File: config.mk
export PLATFORM = sky130hd
export DESIGN_NAME = i2s_rx_deserializer
export DESIGN_NICKNAME = d
export VERILOG_FILES = /design/src/rtl/i2s_rx_deserializer.sv
export SDC_FILE = /design/constraint.sdc
export NUM_CORES = 1
export LEC_CHECK = 0
export ABC_AREA = 1
export BUFFER_PORTS_ARGS = -buffer_cell sky130_fd_sc_hd__buf_4
export CAP_MARGIN = 20
export CORE_ASPECT_RATIO = 1.4
export CORE_MARGIN = 5
export CORE_UTILIZATION = 57
export CTS_CLUSTER_SIZE = 14
export DETAILED_ROUTE_END_ITERATION = 10
export GPL_TIMING_DRIVEN = 0
export HOLD_SLACK_MARGIN = 0.15
export PLACE_DENSITY = 0.87
export SLEW_MARGIN = 10
export SYNTH_ARGS = -nofsm -noshare
export SYNTH_HDL_FRONTEND = slang
export SYNTH_SLANG_ARGS = --single-unit
File: constraint.sdc
create_clock -name clk -period 4.7 [get_ports clk]
set_clock_uncertainty 0.1 [all_clocks]
set_input_delay 0 -clock clk [delete_from_list [all_inputs] [get_ports clk]]
set_output_delay 0 -clock clk [all_outputs]
set_load 0.03 [all_outputs]
File: src/rtl/i2s_rx_deserializer.sv
// Slave-mode I2S receiver: oversamples SCK/WS/SD in the clk domain,
// deserialises WORD_W-bit MSB-first words per channel slot and pushes each
// completed word into a downstream FIFO write port, honouring its full flag.
module i2s_rx_deserializer #(
  parameter int SYNC_STAGES = 2,
  parameter int CHAN_SEL    = 2,
  parameter int WORD_W      = 16
) (
  input  logic              clk,
  input  logic              rst,
  input  logic              i2s_sck,
  input  logic              i2s_ws,
  input  logic              i2s_sd,
  input  logic              full,
  input  logic              clr_overrun,
  output logic [WORD_W-1:0] sample,
  output logic              sample_right,
  output logic              wr_en,
  output logic              overrun,
  output logic              short_err
);

  localparam int CNT_W = $clog2(WORD_W) + 1;
  localparam logic [CNT_W-1:0] LAST_BIT = CNT_W'(WORD_W - 1);
  localparam logic [CNT_W-1:0] FULL_CNT = CNT_W'(WORD_W);

  typedef enum logic [1:0] {SYNC, SHIFT, HOLD} state_t;

  state_t            state;
  logic [SYNC_STAGES-1:0] sck_sync, ws_sync, sd_sync;
  logic              sck_prev;
  logic              sck_s, ws_s, sd_s;
  logic              sck_rise, boundary;
  logic              ws_q;
  logic [WORD_W-1:0] shift_reg;
  logic [CNT_W-1:0]  bit_cnt;
  logic              chan;
  logic              done;
  logic              done_right;

  assign sck_s    = sck_sync[SYNC_STAGES-1];
  assign ws_s     = ws_sync[SYNC_STAGES-1];
  assign sd_s     = sd_sync[SYNC_STAGES-1];
  assign sck_rise = sck_s & ~sck_prev;
  assign boundary = sck_rise & (ws_s != ws_q);

  // True when the given channel is forwarded to the FIFO.
  function automatic logic chan_enabled(input logic right);
    return (CHAN_SEL == 2) || (CHAN_SEL == 1 && right) || (CHAN_SEL == 0 && !right);
  endfunction

  // Input synchronisers plus previous-SCK register for rise detection.
  always_ff @(posedge clk or posedge rst) begin
    if (rst) begin
      sck_sync <= '0;
      ws_sync  <= '0;
      sd_sync  <= '0;
      sck_prev <= 1'b0;
    end else begin
      sck_sync <= {sck_sync[SYNC_STAGES-2:0], i2s_sck};
      ws_sync  <= {ws_sync[SYNC_STAGES-2:0], i2s_ws};
      sd_sync  <= {sd_sync[SYNC_STAGES-2:0], i2s_sd};
      sck_prev <= sck_s;
    end
  end

  // Slot tracking FSM, shifter and registered FIFO-side outputs.
  always_ff @(posedge clk or posedge rst) begin
    if (rst) begin
      state        <= SYNC;
      ws_q         <= 1'b0;
      shift_reg    <= '0;
      bit_cnt      <= '0;
      chan         <= 1'b0;
      done         <= 1'b0;
      done_right   <= 1'b0;
      sample       <= '0;
      sample_right <= 1'b0;
      wr_en        <= 1'b0;
      overrun      <= 1'b0;
      short_err    <= 1'b0;
    end else begin
      wr_en     <= 1'b0;
      short_err <= 1'b0;
      done      <= 1'b0;

      // A new overrun in the same cycle as a clear must win, so set comes last.
      if (clr_overrun) overrun <= 1'b0;

      // Completion cycle: shift_reg is stable here because two sck_rise
      // strobes can never be adjacent.
      if (done && chan_enabled(done_right)) begin
        if (!full) begin
          sample       <= shift_reg;
          sample_right <= done_right;
          wr_en        <= 1'b1;
        end else begin
          overrun <= 1'b1;
        end
      end

      if (sck_rise) begin
        ws_q <= ws_s;
        case (state)
          SYNC: begin
            if (boundary) begin
              state   <= SHIFT;
              chan    <= ws_s;
              bit_cnt <= '0;
            end
          end
          SHIFT: begin
            if (boundary) begin
              // The boundary bit is the LSB of the slot just ending: it
              // completes a word that is one bit short, otherwise the slot
              // was truncated.
              if (bit_cnt == LAST_BIT) begin
                shift_reg  <= {shift_reg[WORD_W-2:0], sd_s};
                done       <= 1'b1;
                done_right <= chan;
              end else begin
                short_err <= 1'b1;
              end
              chan    <= ws_s;
              bit_cnt <= '0;
            end else begin
              shift_reg <= {shift_reg[WORD_W-2:0], sd_s};
              bit_cnt   <= bit_cnt + CNT_W'(1);
              if (bit_cnt == LAST_BIT) begin
                state      <= HOLD;
                bit_cnt    <= FULL_CNT;
                done       <= 1'b1;
                done_right <= chan;
              end
            end
          end
          HOLD: begin
            // Extra bits of wide slots are ignored; counter stays saturated.
            if (boundary) begin
              state   <= SHIFT;
              chan    <= ws_s;
              bit_cnt <= '0;
            end
          end
          default: state <= SYNC;
        endcase
      end
    end
  end

endmodule

==> impl_metrics.sql, run 1 <==
INSERT INTO impl_metrics (metric_group, metric, value, unit) VALUES
('routing', 'avgRoutedWirePerCell', '11.5', 'um'),
('synthesis', 'post_synthesis_instance_area', '0.00217', 'mm2'),
('clock_tree', 'cts_buffers', '5', ''),
('placement', 'numPortBuffers', '26', ''),
('routing', 'final_antenna_net_count', '0', ''),
('global_routing', 'grt_use_met2', '0.256', ''),
('clock_tree', 'cts_root_buf', 'sky130_fd_sc_hd__clkbuf_8', ''),
('worst_setup_path', 'crit_chain', 'ha_1 > nand2_1 > nor2_1 > ha_1 > inv_1 > nand2_2 > nand2_4 > buf_6 > nand2_2 > o21ai_2', ''),
('final_layout', 'final_cell_area', '0.00262', 'mm2'),
('synthesis', 'synth_fp_nets', '239', ''),
('floorplan', 'fp.dieW', '62.2', 'um'),
('placement', 'hpwlAfterDp', '2.62', 'mm'),
('worst_setup_path', 'critPathLaunchType', 'register', ''),
('clock_tree', 'cts.repair_timing.setup_buffer_count', '0', ''),
('synthesis', 'synth.ff_latch_count', '54', ''),
('synthesis', 'yosys.area.top_type_share', '0.622', ''),
('final_layout', 'area_growth_syn_to_layout', '20.4', '%'),
('worst_setup_path', 'worst-endpoint-required', '4.80', 'ns'),
('power', 'vdd_drop_max', '0.000382', 'V'),
('global_routing', 'groute.usage.overall', '0.155', ''),
('synthesis', 'synthDistinctLibCells', '20', ''),
('floorplan', 'std_cell_rows', '26', ''),
('final_layout', 'final_net_count', '281', ''),
('routing', 'viasPerCell', '4.84', ''),
('timing', 'final.setup.tns', '0', 'ns'),
('global_routing', 'busiest_layer', 'met2', ''),
('clock_tree', 'clock_sinks', '54', ''),
('clock_tree', 'clock_tree_buf_depth', '2', ''),
('placement', 'placedCellCount', '298', ''),
('global_routing', 'grt_overflow', '0', ''),
('worst_setup_path', 'endpoint_kind', 'register', ''),
('timing', 'final_hold_viol_count', '0', ''),
('floorplan', 'design.core.area', '0.00368', 'mm2'),
('worst_setup_path', 'reg2reg_setup_slack', '2.98', 'ns'),
('routing', 'first_pass_iters', '4', ''),
('worst_setup_path', 'timing_worst_setup_path_type', 'reg -> reg', ''),
('final_layout', 'final_util', '0.712', ''),
('timing', 'period_share', '0.367', ''),
('global_routing', 'grt_start_max_net_pins', '41', ''),
('status', 'status', 'complete, no violations', ''),
('flow_run', 'max_cap_viol_count', '0', ''),
('global_routing', 'grt_pass1_wl', '6.52', 'mm'),
('floorplan', 'initial_core_utilization', '0.591', ''),
('worst_setup_path', 'cp_top_family', 'simple AND/OR/NAND/NOR gates', ''),
('worst_setup_path', 'timing.critical_path.slowest_cell_delay', '0.39', 'ns'),
('synthesis', 'synth_seq_area_share', '0.622', ''),
('min_path', 'worst_hold_path_type', 'in -> reg', ''),
('power', 'power.density', '381', 'mW/mm2'),
('power', 'power_leakage', '1.37', 'nW'),
('timing', 'timing.fmax', '0.580', 'GHz'),
('timing', 'setup-violations-final', '0', ''),
('placement', 'place_congestion', '0.741', ''),
('synthesis', 'syn_area_per_cell', '9.49', 'um2'),
('routing', 'via_count', '1519', ''),
('final_layout', 'mostFrequentLayoutCell', 'sky130_fd_sc_hd__nand2_1', ''),
('final_layout', 'instances_no_fill', '314', ''),
('synthesis', 'yosysWarnings', '0', ''),
('timing', 'rsz0062_at_grt', 'no', ''),
('synthesis', 'synthTopCellsByArea', 'sky130_fd_sc_hd__dfrtp_1 (62%), sky130_fd_sc_hd__nand2_1 (16%), sky130_fd_sc_hd__inv_1 (4.0%), sky130_fd_sc_hd__o21ai_0 (3.7%), sky130_fd_sc_hd__o21ai_2 (2.8%)', ''),
('worst_setup_path', 'critical-path-slowest-cell', 'sky130_fd_sc_hd__dfrtp_1', ''),
('clock_tree', 'cts_tree', 'built', ''),
('final_layout', 'multi_input_area', '691', 'um2'),
('final_layout', 'final_layout_size_suffix_gt1_frac', '0.213', ''),
('routing', 'dr.first_iter.drc_count', '63', ''),
('floorplan', 'io-pin-count', '27', ''),
('synthesis', 'syn_inst', '229', ''),
('routing', 'finalWirelength', '3.62', 'mm'),
('floorplan', 'die_area', '0.00517', 'mm2'),
('placement', 'detailed_place.area', '0.00244', 'mm2'),
('floorplan', 'die_h', '83.1', 'um'),
('clock_tree', 'cts.reportedPaths.clkPinSlew', '0.09', 'ns');
[layer usage]
layer | up-vias | part of all wire
met1 | 705 | 0.42
met4 | 0 | 0.018
met3 | 5 | 0.049
li1 | 784 | -
met5 | - | 0
met2 | 25 | 0.51
[worst paths after layout]
| path | start | to | depth (start not counted) |
|---|---|---|---|
| setup / recovery | bit_cnt[0]$_DFFE_PP0P_ | shift_reg[11]$_DFFE_PP0P_ | 10 |
| hold / removal | i2s_sd | sd_sync[0]$_DFF_PP0_ | 2 |
| setup reg to reg | bit_cnt[0]$_DFFE_PP0P_ | shift_reg[11]$_DFFE_PP0P_ | 10 |
| hold reg to reg | sck_sync[0]$_DFF_PP0_ | sck_sync[1]$_DFF_PP0_ | 0 |
| max in group asynchronous | rst | sample[11]$_DFFE_PP0P_ | 5 |
| min in group asynchronous | rst | sample[0]$_DFFE_PP0P_ | 4 |
[synth_stat cells]
| library cell | count |
|---|---|
| sky130_fd_sc_hd__nand3_1 | 6 |
| sky130_fd_sc_hd__nor2_2 | 1 |
| sky130_fd_sc_hd__nand4_1 | 1 |
| sky130_fd_sc_hd__dfrtp_1 | 54 |
| sky130_fd_sc_hd__nand2_1 | 91 |
| sky130_fd_sc_hd__o21ai_0 | 16 |
| sky130_fd_sc_hd__inv_2 | 3 |
| sky130_fd_sc_hd__buf_6 | 2 |
| sky130_fd_sc_hd__nor3b_1 | 1 |
| sky130_fd_sc_hd__nor2_8 | 1 |
| sky130_fd_sc_hd__ha_1 | 3 |
| sky130_fd_sc_hd__nor2_4 | 1 |
| sky130_fd_sc_hd__nor2_1 | 7 |
| sky130_fd_sc_hd__o21ai_2 | 7 |
| sky130_fd_sc_hd__nand2_4 | 1 |
| sky130_fd_sc_hd__clkbuf_1 | 3 |
| sky130_fd_sc_hd__nand2_2 | 6 |
| sky130_fd_sc_hd__a21oi_1 | 1 |
| sky130_fd_sc_hd__inv_1 | 23 |
| sky130_fd_sc_hd__xor2_1 | 1 |
[power breakdown]
group / internal [mW] / leakage [nW] / switching (mW) / total [mW]
clock: 0.118 / 0.0472 / 0.142 / 0.261
combinational: 0.0642 / 0.618 / 0.107 / 0.171
sequential: 0.519 / 0.708 / 0.0463 / 0.565
[what timing repair did]
item                                    in CTS  in global routing
hold buffers                                 8                  0
endpoints found under the setup margin       0                  0
gates resized for setup                      0                  0
endpoints found under the hold margin       73                  0
[per-stage QoR]
step / hold WS, ns / power [mW] / setup slack [ns]
2_1_floorplan: -0.0686 / 0.694 / 3.14
3_3_place_gp: 0.00937 / 0.727 / 2.69
6_report: 0.241 / 0.997 / 2.98
3_5_place_dp: -0.117 / 0.740 / 3.00
5_1_grt: 0.227 / 1.06 / 2.81
4_1_cts: 0.228 / 1.01 / 2.97
[cell type report]
class / count / share of cell area
Multi-Input combinational cell: 144 / 0.264
Buffer: 5 / 0.0129
Clock inverter: 2 / 0.00478
Clock buffer: 6 / 0.0316
Inverter: 26 / 0.0373
Sequential cell: 54 / 0.517
Tap cell: 42 / 0.0201
Timing Repair Buffer: 35 / 0.113
[logic make-up after synthesis]
group | synth area share
flops | 0.622
compound gates | 0.0674
fa+ha+maj | 0.0173
simple gates | 0.229
buf+inv | 0.0604
xor+xnor | 0.00403
[worst reg2reg max path, stage by stage, from the launching register on]
cell,delay [ns]
sky130_fd_sc_hd__dfrtp_1,0.39
sky130_fd_sc_hd__ha_1,0.18
sky130_fd_sc_hd__nand2_1,0.07
sky130_fd_sc_hd__nor2_1,0.14
sky130_fd_sc_hd__ha_1,0.21
sky130_fd_sc_hd__inv_1,0.07
sky130_fd_sc_hd__nand2_2,0.10
sky130_fd_sc_hd__nand2_4,0.08
sky130_fd_sc_hd__buf_6,0.16
sky130_fd_sc_hd__nand2_2,0.06
sky130_fd_sc_hd__o21ai_2,0.05
Power figures use the tool's default switching activity.
==> run 2: changes to the inputs <==
CORE_UTILIZATION = 51   (was 57)
PLACE_DENSITY = 0.82   (was 0.87)
clock period = 1.4 ns   (was 4.7 ns; I/O delays follow)
==> impl_metrics.sql, run 2 (synthesized netlist as in run 1, its figures left out) <==
INSERT INTO impl_metrics (metric_group, metric, value, unit) VALUES
('final_layout', 'final_util', '0.679', ''),
('routing', 'dr.first_iter.drc_count', '65', ''),
('worst_setup_path', 'worst-endpoint-required', '1.54', 'ns'),
('final_layout', 'n_fill_cell', '303', ''),
('worst_setup_path', 'rr_worst_depth', '9', ''),
('routing', 'viasPerCell', '4.89', ''),
('final_layout', 'final_net_count', '290', ''),
('power', 'vdd_drop_max', '0.000888', 'V'),
('clock_tree', 'clock_tree_buf_depth', '2', ''),
('placement', 'hpwlAfterDp', '2.57', 'mm'),
('clock_tree', 'cts_tree', 'built', ''),
('worst_setup_path', 'timing_startpoint_of_the_critical_path', 'bit_cnt[1]$_DFFE_PP0P_', ''),
('clock_tree', 'worst_skew_pair.late_latency', '0.31', 'ns'),
('worst_setup_path', 'critPathArrivalTime', '1.73', 'ns'),
('final_layout', 'insertedDiodeCount', '0', ''),
('timing', 'final_hold_viol_count', '0', ''),
('floorplan', 'initial_core_utilization', '0.521', ''),
('min_path', 'worst_hold_path_type', 'in -> async', ''),
('clock_tree', 'cts_buffers', '5', ''),
('placement', 'placedCellCount', '301', ''),
('timing', 'period_share', '1.14', ''),
('worst_setup_path', 'timing_worst_setup_path_type', 'reg -> reg', ''),
('worst_setup_path', 'endpoint_kind', 'register', ''),
('worst_setup_path', 'biggest_fanout_along_the_worst_timing_path', '8', ''),
('global_routing', 'grt_pass1_vias', '1505', ''),
('clock_tree', 'cts_root_buf', 'sky130_fd_sc_hd__clkbuf_8', ''),
('clock_tree', 'ctsHtreeMaxLevel', '2', ''),
('timing', 'slew_violations', '0', ''),
('placement', 'numPortBuffers', '26', ''),
('clock_tree', 'clock_sinks', '54', ''),
('final_layout', 'area_growth_syn_to_layout', '30.3', '%'),
('final_layout', 'final_cell_mix', 'sky130_fd_sc_hd__nand2_1 (78), sky130_fd_sc_hd__dfrtp_1 (54), sky130_fd_sc_hd__buf_4 (31)', ''),
('placement', 'detailed_place.area', '0.00246', 'mm2'),
('routing', 'first_pass_iters', '4', ''),
('status', 'violations', 'negative setup slack', ''),
('power', 'power_leakage', '1.46', 'nW'),
('global_routing', 'grt_overflow', '0', ''),
('final_layout', 'mostFrequentLayoutCell', 'sky130_fd_sc_hd__nand2_1', ''),
('placement', 'place_congestion', '0.731', ''),
('floorplan', 'design.core.area', '0.00417', 'mm2'),
('timing', 'worst_slew_pin_tran', '0.435', 'ns'),
('routing', 'finalWirelength', '4.11', 'mm'),
('floorplan', 'die_area', '0.00569', 'mm2'),
('final_layout', 'instances_no_fill', '326', ''),
('global_routing', 'antenna_found_initial', '0', ''),
('routing', 'final_antenna_net_count', '0', ''),
('timing', 'post-route-worst-setup-slack', '-0.190', 'ns'),
('clock_tree', 'cts.reportedPaths.clkPinSlew', '0.09', 'ns'),
('timing', 'maxSlewHeadroom', '0.709', ''),
('timing', 'setup-violations-final', '24', ''),
('power', 'power.density', '1270', 'mW/mm2'),
('routing', 'avgRoutedWirePerCell', '12.6', 'um'),
('global_routing', 'grt_pass1_wl', '6.58', 'mm'),
('floorplan', 'std_cell_rows', '28', ''),
('status', 'status', 'finished with violations', ''),
('routing', 'via_count', '1593', ''),
('timing', 'timing.fmax', '0.629', 'GHz'),
('routing', 'route.detailed.drc', '0', ''),
('timing', 'rsz0062_at_grt', 'yes', ''),
('final_layout', 'final_cell_area', '0.00283', 'mm2'),
('worst_setup_path', 'critPathLaunchType', 'register', ''),
('floorplan', 'io-pin-count', '27', ''),
('timing', 'post_route_minimum_period', '1.59', 'ns'),
('global_routing', 'groute.usage.overall', '0.150', ''),
('global_routing', 'grt_start_max_net_pins', '36', ''),
('flow_run', 'max_cap_viol_count', '0', ''),
('floorplan', 'fp.dieW', '65.2', 'um'),
('power', 'power.total', '3.59', 'mW'),
('floorplan', 'die_h', '87.2', 'um'),
('worst_setup_path', 'timing.rr.start', 'bit_cnt[1]$_DFFE_PP0P_', ''),
('final_layout', 'final_layout_size_suffix_gt1_frac', '0.320', '');
## run 2: changes by cell type in the layout (fill, tap and decap cells not counted), sizes merged
cell,delta
buf,+9
dlygate4sd3,-1
inv,-1
clkinvlp,+1
clkbuf,+1
## run 2: cell type report
cell class                 count  area (um2)  share of cell area
inverter                      26         106              0.0376
clock inverter                 2        12.5             0.00442
buffer                         5        45.0              0.0159
timing repair buffer          44         393               0.139
sequential                    54        1350               0.477
tap                           45        56.3              0.0199
multi-input combinational    144         785               0.277
clock buffer                   6        82.6              0.0292
## run 2: critical path, cell delays in order (launching register included)
cell and delay, ns:
sky130_fd_sc_hd__dfrtp_1 0.41, sky130_fd_sc_hd__ha_4 0.17, sky130_fd_sc_hd__nand2_4 0.05, sky130_fd_sc_hd__nor2_4 0.11, sky130_fd_sc_hd__ha_4 0.16, sky130_fd_sc_hd__inv_4 0.04
sky130_fd_sc_hd__nand2_4 0.08, sky130_fd_sc_hd__nand2_8 0.09, sky130_fd_sc_hd__clkbuf_16 0.17, sky130_fd_sc_hd__o21ai_2 0.12
## run 2: per-stage QoR
stage / TNS [ns] / hold WS, ns / setup WS, ns
2_1_floorplan: -2.14 / -0.0686 / -0.153
3_3_place_gp: -3.86 / 0.00955 / -0.241
3_5_place_dp: -4.75 / -0.0619 / -0.284
4_1_cts: -2.89 / 0.166 / -0.163
5_1_grt: -5.01 / 0.209 / -0.251
6_report: -3.28 / 0.170 / -0.190
## run 2: metal layers
layer  share of wire  GRT usage
met1            0.41      0.169
met2            0.54      0.266
met3           0.029     0.0349
met4           0.022     0.0679
met5               0          0
## run 2: repair_timing
item	in CTS	in global routing
hold buffers	7	0
gates cloned	0	2
endpoints found under the hold margin	73	0
gates resized for setup	10	27
pin swaps	7	3
buffers inserted	4	4
setup endpoints to repair	25	33
## run 2: final timing paths
check / end / slack [ns]
setup reg to reg: shift_reg[9]$_DFFE_PP0P_ / -0.19
setup / recovery: shift_reg[9]$_DFFE_PP0P_ / -0.19
hold reg to reg: sck_sync[1]$_DFF_PP0_ / 0.25
hold / removal: sd_sync[0]$_DFF_PP0_ / 0.17
min in group clk: sd_sync[0]$_DFF_PP0_ / 0.24
max in group asynchronous: sample[8]$_DFFE_PP0P_ / 0.54
## run 2: where the power goes
part / internal [mW] / switching (mW)
registers: 1.74 / 0.175
logic: 0.348 / 0.432
clock network: 0.398 / 0.496
total: 2.49 / 1.10
